===== src/rtl/cmp_multicycle.sv =====
// cmp_multicycle - multicycle signed/equality comparator, CHUNK bits per cycle LSB first.
// Equality accumulates per-chunk XOR; less-than comes from a rippled a + ~b + 1.
module cmp_multicycle #(
  parameter int WIDTH = 32,
  parameter int CHUNK = 4
) (
  input  logic             i_clock,
  input  logic             i_reset,
  input  logic             i_start,
  input  logic [WIDTH-1:0] i_data_a,
  input  logic [WIDTH-1:0] i_data_b,
  output logic             o_busy,
  output logic             o_done,
  output logic             o_is_equal,
  output logic             o_is_less_than
);

  localparam int NCH = WIDTH / CHUNK;
  localparam int CW  = (NCH > 1) ? $clog2(NCH) : 1;
  localparam logic [CW-1:0] LAST = CW'(NCH - 1);

  typedef enum logic [1:0] {ST_IDLE, ST_RUN, ST_DONE} state_t;

  state_t           r_state;
  state_t           w_next;
  logic [WIDTH-1:0] r_a;
  logic [WIDTH-1:0] r_b;
  logic             r_a_msb;
  logic             r_b_msb;
  logic [CW-1:0]    r_count;
  logic             r_carry;
  logic             r_neq;
  logic             r_eq;
  logic             r_lt;

  logic             w_accept;
  logic             w_last;
  logic             w_cout;
  logic             w_s;
  logic             w_neq;
  logic             w_v;

  assign w_accept = i_start && (r_state != ST_RUN);
  assign w_last   = (r_count == LAST);

  always_ff @(posedge i_clock) begin
    if (i_reset) r_state <= ST_IDLE;
    else         r_state <= w_next;
  end

  always_comb begin
    w_next = r_state;
    case (r_state)
      ST_IDLE: if (i_start) w_next = ST_RUN;
      ST_RUN:  if (w_last)  w_next = ST_DONE;
      ST_DONE: w_next = i_start ? ST_RUN : ST_IDLE;
      default: w_next = ST_IDLE;
    endcase
  end

  // One chunk of a + ~b + carry; only the top diff bit and carry-out are needed.
  always_comb begin
    w_cout = r_carry;
    w_s    = 1'b0;
    for (int i = 0; i < CHUNK; i++) begin
      w_s    = r_a[i] ^ ~r_b[i] ^ w_cout;
      w_cout = (r_a[i] & ~r_b[i]) | (w_cout & (r_a[i] ^ ~r_b[i]));
    end
  end

  assign w_neq = r_neq | (|(r_a[CHUNK-1:0] ^ r_b[CHUNK-1:0]));
  assign w_v   = (r_a_msb != r_b_msb) & (w_s != r_a_msb);

  always_ff @(posedge i_clock) begin
    if (i_reset) begin
      r_a     <= '0;
      r_b     <= '0;
      r_a_msb <= 1'b0;
      r_b_msb <= 1'b0;
      r_count <= '0;
      r_carry <= 1'b1;
      r_neq   <= 1'b0;
      r_eq    <= 1'b0;
      r_lt    <= 1'b0;
    end else if (w_accept) begin
      r_a     <= i_data_a;
      r_b     <= i_data_b;
      r_a_msb <= i_data_a[WIDTH-1];
      r_b_msb <= i_data_b[WIDTH-1];
      r_count <= '0;
      r_carry <= 1'b1;
      r_neq   <= 1'b0;
    end else if (r_state == ST_RUN) begin
      r_a     <= r_a >> CHUNK;
      r_b     <= r_b >> CHUNK;
      r_count <= r_count + 1'b1;
      r_carry <= w_cout;
      r_neq   <= w_neq;
      if (w_last) begin
        r_eq <= ~w_neq;
        r_lt <= w_s ^ w_v;
      end
    end
  end

  assign o_busy         = (r_state == ST_RUN);
  assign o_done         = (r_state == ST_DONE);
  assign o_is_equal     = r_eq;
  assign o_is_less_than = r_lt;

endmodule


===== config.mk =====
export PLATFORM = sky130hd
export DESIGN_NAME = cmp_multicycle
export DESIGN_NICKNAME = d
export VERILOG_FILES = /design/src/rtl/cmp_multicycle.sv
export SDC_FILE = /design/constraint.sdc
export NUM_CORES = 1
export LEC_CHECK = 0
export CELL_PAD_IN_SITES_DETAIL_PLACEMENT = 1
export CELL_PAD_IN_SITES_GLOBAL_PLACEMENT = 2
export CORE_UTILIZATION = 34
export DETAILED_ROUTE_END_ITERATION = 10
export PLACE_DENSITY_LB_ADDON = 0.1
export SYNTH_ARGS = -nofsm -noshare
export SYNTH_HDL_FRONTEND = slang
export SYNTH_SLANG_ARGS = --single-unit

===== constraint.sdc =====
create_clock -name i_clock -period 3.8 [get_ports i_clock]
set_clock_uncertainty 0.05 [all_clocks]
set_input_delay 0.76 -clock i_clock [delete_from_list [all_inputs] [get_ports i_clock]]
set_output_delay 0.76 -clock i_clock [all_outputs]
set_load 0.02 [all_outputs]

Word level (Yosys, flattened, before mapping)
Index checks and enable logic that the tools add are counted.
- $add $sub $neg: 1
- eq/ne operators: 8
- mux-type cells: 8
- bitwise gates (word level): 27
- reductions and logical operators: 7
- operators with widths (operator ; count):
    $mux W32 ; 4
    $and A1 B1 Y1 ; 9
    $not A1 Y1 ; 6
    $pmux W2 S3 ; 1
    $xor A1 B1 Y1 ; 6
    $or A1 B1 Y1 ; 5
    $mux W2 ; 2
    $ne A2 B1 Y1 const B ; 2
    $reduce_or A4 Y1 ; 1
    $xor A4 B4 Y4 ; 1
    $add A3 B1 Y3 const B ; 1
    $eq A3 B3 Y1 const B ; 1
    $reduce_and A3 Y1 ; 1
    $eq A2 B1 Y1 const B ; 1
    $eq A2 B2 Y1 const B ; 1
    $logic_not A2 Y1 ; 1
    $ne A1 B1 Y1 ; 2
    $ne A2 B2 Y1 const B ; 1
    $reduce_and A2 Y1 ; 1
    $reduce_bool A2 Y1 ; 1
    $reduce_or A2 Y1 ; 1
    $logic_and A1 B1 Y1 ; 1
    $mux W1 ; 1
- register bits: 75
- bits of input ports: 67
- output and inout bits: 4
- word-level logic and storage cells: 61

Longest topological paths before layout
- depth after elaboration: 12
- depth in mapped cells: 8
- mapped depth without buffers: 8

Least setup slack after synthesis
OpenSTA, ideal clock, no wires.
- path type: reg-to-reg
- start: register r_b[0]
- end: register r_lt, in the netlist o_is_less_than
- library setup time: 0.122 ns
- arrival: 1.670 ns
- data required time: 3.628 ns
- slack: 1.959 ns
- cell stages (with the launch flop): 9
- path buffers: 0
- clock period less this slack: 1.841 ns
- cells stage by stage: dfxtp_1 inv_1 ha_1 a21oi_1 o21ai_1 fa_1 o21ba_1 a211oi_1 nor3_1
- longest elaborated chain between the ends: 12
- elaborated cells between the ends (all ways): 13
- those cells by class: eq/ne (1); bitwise (12)
- ends and longest elaborated chain (element ; line ; RTL):
    from (decl) ; 27 ; logic [WIDTH-1:0] r_b;
    from (signal assigned) ; 87 ; r_b <= i_data_b;
    from (signal assigned) ; 95 ; r_b <= r_b >> CHUNK;
    $not A1 Y1 (*) ; 67 ; w_cout = (r_a[i] & ~r_b[i]) | (w_cout & (r_a[i] ^ ~r_b[i]));
    $xor A1 B1 Y1 ; 67 ;
    $and A1 B1 Y1 ; 67 ;
    $or A1 B1 Y1 (*) ; 67 ;
    $and A1 B1 Y1 (*) ; 67 ;
    $or A1 B1 Y1 (*) ; 67 ;
    $and A1 B1 Y1 (*) ; 67 ;
    $or A1 B1 Y1 (*) ; 67 ;
    $xor A1 B1 Y1 (*) ; 66 ; w_s = r_a[i] ^ ~r_b[i] ^ w_cout;
    $ne A1 B1 Y1 ; 72 ; assign w_v = (r_a_msb != r_b_msb) & (w_s != r_a_msb);
    $and A1 B1 Y1 ; 72 ;
    $xor A1 B1 Y1 (*) ; 101 ; r_lt <= w_s ^ w_v;
    to (signal assigned) ; 101 ;
    to (decl) ; 34 ; logic r_lt;
Mark *: on every way between the ends. The rest lies on a longest branch, timed or not.
A chain may end at the register's enable or synchronous reset.

Worst setup path after layout
- start: register r_state[0]
- end: output o_busy
- longest elaborated chain between the ends: 1
- ends and longest elaborated chain (element ; line ; RTL):
    from (decl) ; 24 ; state_t r_state;
    from (signal assigned) ; 48 ; else r_state <= w_next;
    $eq A2 B1 Y1 ; 106 ; assign o_busy = (r_state == ST_RUN);
    to (decl) ; 12 ; output logic o_busy,
No other way between the ends.

==> results by stage <==
Clock tree:
- The number of levels the H-tree was split into is 3.
- The clock transition at the register clock pins on the worst setup and hold paths after CTS is 0.08 ns.
- The clock passes through at most 2 buffers.
- The setup fix buffers added after clock tree synthesis is 0.
- Once the clock tree was built, the resizer swapped 0 gates to a different size.
- In this run, CTS created clock tree buffers numbering 9.
- TritonCTS built the clock tree.
- The hold buffer count at CTS is 0.
- The later pin in the worst-skew pair is clocked with a latency of 0.34 ns.
- The tree built by TritonCTS fans out to 75 sinks.
- The clock root buffer is sky130_fd_sc_hd__clkbuf_8.

Drt:
- The met1 layer wirelength in the final routing is 3.65 mm.
- The routed wire length is 7.74 mm.
- The routed via count divided by cell count is 4.89.
- After detailed routing, the number of remaining DRC violations is 0.
- Once detail routing completed, the nets flagged for antenna violations numbered 0.
- The detailed router used layers up to and including met4.
- The detailed-route wire length per cell is 14.5 um.
- Wire segments on met2 add up to about 3.6 mm in the final route.
- The met3 wire length is 354 um.
- The first routing iteration left 72 violations.
- The number of detailed-routing iterations run before antenna repair is 3.
- The vias after detailed routing is around 2,600.

Setup path:
- The critical path goes through nand2b_4 -> inv_2 -> clkdlybuf4s50_1.
- STA classifies the critical path endpoint as an output pin.
- The startpoint type of the worst setup path is a register.
- The slowest stage of the critical path belongs to the cell sky130_fd_sc_hd__clkdlybuf4s50_1.
- The number of cell instances on the worst register-to-register path is 5.
- The largest stage delay on the critical path is 0.64 ns.
- In this run the critical register-to-register path is launched from r_state[1].
- The worst setup slack for register-to-register paths is approximately 1.6 ns.
- The top fanout value on the critical path is 9.
- The cell family contributing the most delay on the critical path is buffers and inverters.
- The endpoint identified for the worst register-to-register timing path is r_a[10].
- The startpoint-to-endpoint class of the critical path is register to output pin.
- The count of buffering cells on the critical path with inverters included is 2.
- The data arrival time at the worst-slack endpoint is 1.62 ns.
- At the worst endpoint, the required time is 2.99 ns.

Placed design:
- The HPWL after detailed placement is 5.09 mm.
- The number of buffer cells added on primary ports is 70.
- The routability congestion estimate is 0.669.
- In this run the cell area measured after placement is 4210 um2.

Synth:
- After synthesis, the share of cell area in mux cells is 18.4%.
- The count of flip-flops with a built-in enable after synthesis is 0.
- The async set-reset flop share out of synthesis is 0%.
- Ranked by instance count, the synthesized netlist is headed by sky130_fd_sc_hd__dfxtp_1, sky130_fd_sc_hd__nor2_1, sky130_fd_sc_hd__mux2i_1, sky130_fd_sc_hd__a211oi_2, sky130_fd_sc_hd__a211oi_1.
- The number of warnings reported in the yosys synthesis log is 0.
- The cell type with the largest total area after synthesis is sky130_fd_sc_hd__dfxtp_1.
- The main combinational cell family by area after synthesis is compound AO/OA/AOI/OAI gates.
- The xor/xnor cell area share of the yosys netlist is 0%.
- Of the total synthesized cell area, the portion taken by AND, OR, NAND and NOR gates is between 10% and 20%.
- The synthesized netlist devotes 2.74% of its cell area to adder and majority cells.
- The most used flip-flop cell after synthesis is sky130_fd_sc_hd__dfxtp_1.
- The post-synth design cell area is 3470 um2.
- Ranked by total cell area, the synthesized netlist is headed by sky130_fd_sc_hd__dfxtp_1, sky130_fd_sc_hd__mux2i_1, sky130_fd_sc_hd__a211oi_2.
- The number of distinct standard cells referenced by the synthesized netlist is 28.
- The most common cell in the synthesized netlist is sky130_fd_sc_hd__dfxtp_1.
- The share of synthesized area in the top cell type comes to 43.2%.
- Each instance of the synthesized netlist takes up on average 10.2 um2.
- The post-synthesis sequential element count is 75.
- The compound-gate portion of the synthesized area is 19.5%.
- The total nets after synthesis is a little over 400.
- The synthesized netlist cell count is 340.
- The post-synthesis sequential area ratio is a little over two fifths.

Layout:
- The count of antenna diodes in the layout is 0.
- The sequential cells in the finished layout cover a total of 1500 um2.
- The relative area change from synthesis to final layout is 25.8%.
- Summing all non-filler instances in the final layout gives an area of 4370 um2.
- For this run, the post-layout net count is 470.
- For this run, the share of the core covered by cells in the final layout is 44.5%.
- The area of combinational cells with multiple inputs is 1770 um2.
- The count of filler cells inserted in the layout is 1,136.
- The post-route netlist has 13.3% of its cells at a drive strength greater than 1.

Hold path:
- The startpoint identified for the worst hold timing path is r_b_msb.
- The endpoint with the worst hold slack is r_b_msb.
- The class of the most critical hold timing path is register to register.
- The number of cells on the worst hold path is 2.

Floorplanning:
- about 70 I/O pins were placed.
- The die is 103 um wide.
- The floorplan has 36 rows.
- The die area is 10,600 um2.
- The die outline height is 103 um.
- The area of the core is 9820 um2.
- The effective utilization at floorplan is 35.4%.

Timing:
- The measured slew at the worst slew-check pin is 0.759 ns.
- After routing, the total negative slack on setup checks comes to 0 ns.
- The final clock period utilization by the worst path is between 60% and 70%.
- The final count of hold timing violations came to 0.
- The minimum period implied by the final worst setup slack is between 2 and 2.5 ns.
- The count of final max-slew check failures came to 0.
- The highest attainable clock frequency is 412 MHz.
- The number of setup violations in the final report is 0.
- The headroom to the max-slew limit is 49.4%.
- Setup repair after global routing left no endpoint under its margin.
- Hold is met by 0.430 ns.

Power:
- The worst-case IR drop observed on VDD is between 200 and 250 uV.
- The analysis attributes to cell leakage a power of 1.79 nW.
- Power spread over the standard cell area amounts to 400 nW/um2.

GRT:
- The first-pass GRT wire length is around 13 mm.
- The number of global-route vias before repair is 2,638.
- After global routing the overflow that remains totals 0.
- The initial antenna violation count was 0.
- Entering global routing, the biggest net connects 69 pins.
- For this run, the total global-route usage over all layers was measured as 15.6%.

Status:
- The flow ran to the end, and the final reports show no timing, DRC or antenna violations.

Run:
- The count of max-cap constraint violations is 0.
registers in the layout (all words and copies together) (netlist names):
signal          flops
r_b_msb             1
r_b                32
r_a                32
o_is_less_than      1
r_a_msb             1
r_carry             1
r_count             3
r_neq               1
r_state             2
o_is_equal          1
cells by family (layout without fill, tap and decap cells):
family / count (synthesis) / in the layout
simple gates: 86 / 86
flops: 75 / 75
compound gates: 73 / 73
mux: 64 / 64
buf+inv: 35 / 95
fa+ha+maj: 7 / 7
cell type report:
class                      count  area share, %
multi-input combinational    230           40.5
clock buffer                  12           3.32
clock inverter                 3          0.344
sequential                    75           34.4
timing repair buffer          74           17.1
inverter                       6          0.515
tap                          133           3.81
worst register-to-register path, stage by stage, from the launching register on:
cell and delay, ns:
sky130_fd_sc_hd__dfxtp_1 0.35, sky130_fd_sc_hd__nand2b_4 0.14, sky130_fd_sc_hd__buf_4 0.56, sky130_fd_sc_hd__buf_4 0.68, sky130_fd_sc_hd__nor2_1 0.15, sky130_fd_sc_hd__a211oi_2 0.20
worst max path at each step:
stage	start	end	cells after the start
floorplan	r_b[0]	o_is_less_than	8
global placement	r_state[1]	r_a[17]	5
detailed placement	i_start	r_a[16]	4
CTS	r_state[0]	o_busy	3
global route	r_state[0]	o_busy	3
finish	r_state[0]	o_busy	3
stage by stage:
stage,cells,setup slack [ns],power (W)
floorplan,340,1.96,0.00113
global placement,518,1.61,0.00124
detailed placement,518,1.59,0.00124
CTS,533,1.32,0.00178
global route,533,1.28,0.00186
finish,533,1.37,0.00175
power by group:
group / switching (W) / total, W / internal (W)
sequential: 0.0000356 / 0.000889 / 0.000854
combinational: 0.000162 / 0.000331 / 0.000169
clock: 0.000277 / 0.000526 / 0.000249
total: 0.000474 / 0.00175 / 0.00127
metal layers:
layer  vias up  GRT usage (%)
met5         -              0
met1      1228           19.9
met3        12           4.20
li1       1320              -
met4         0           6.18
met2        48           25.1
layout by cell type (no fill, tap or decap), types with 2 or more instances in the layout:
cell type and count:
sky130_fd_sc_hd__a21oi_1 9, sky130_fd_sc_hd__nor3_1 4, sky130_fd_sc_hd__mux2i_1 64, sky130_fd_sc_hd__o21ai_0 2, sky130_fd_sc_hd__nor2b_1 2, sky130_fd_sc_hd__a211oi_2 31, sky130_fd_sc_hd__ha_1 6, sky130_fd_sc_hd__clkinv_2 3
sky130_fd_sc_hd__nand3_1 5, sky130_fd_sc_hd__nand2_1 4, sky130_fd_sc_hd__dfxtp_1 75, sky130_fd_sc_hd__clkbuf_8 10, sky130_fd_sc_hd__nor2_1 67, sky130_fd_sc_hd__a211oi_1 26, sky130_fd_sc_hd__buf_12 2, sky130_fd_sc_hd__buf_4 3
sky130_fd_sc_hd__inv_2 2, sky130_fd_sc_hd__clkdlybuf4s50_1 68, sky130_fd_sc_hd__nand2b_1 2, sky130_fd_sc_hd__inv_1 4, sky130_fd_sc_hd__clkbuf_1 2
Power figures use the tool's default switching activity.
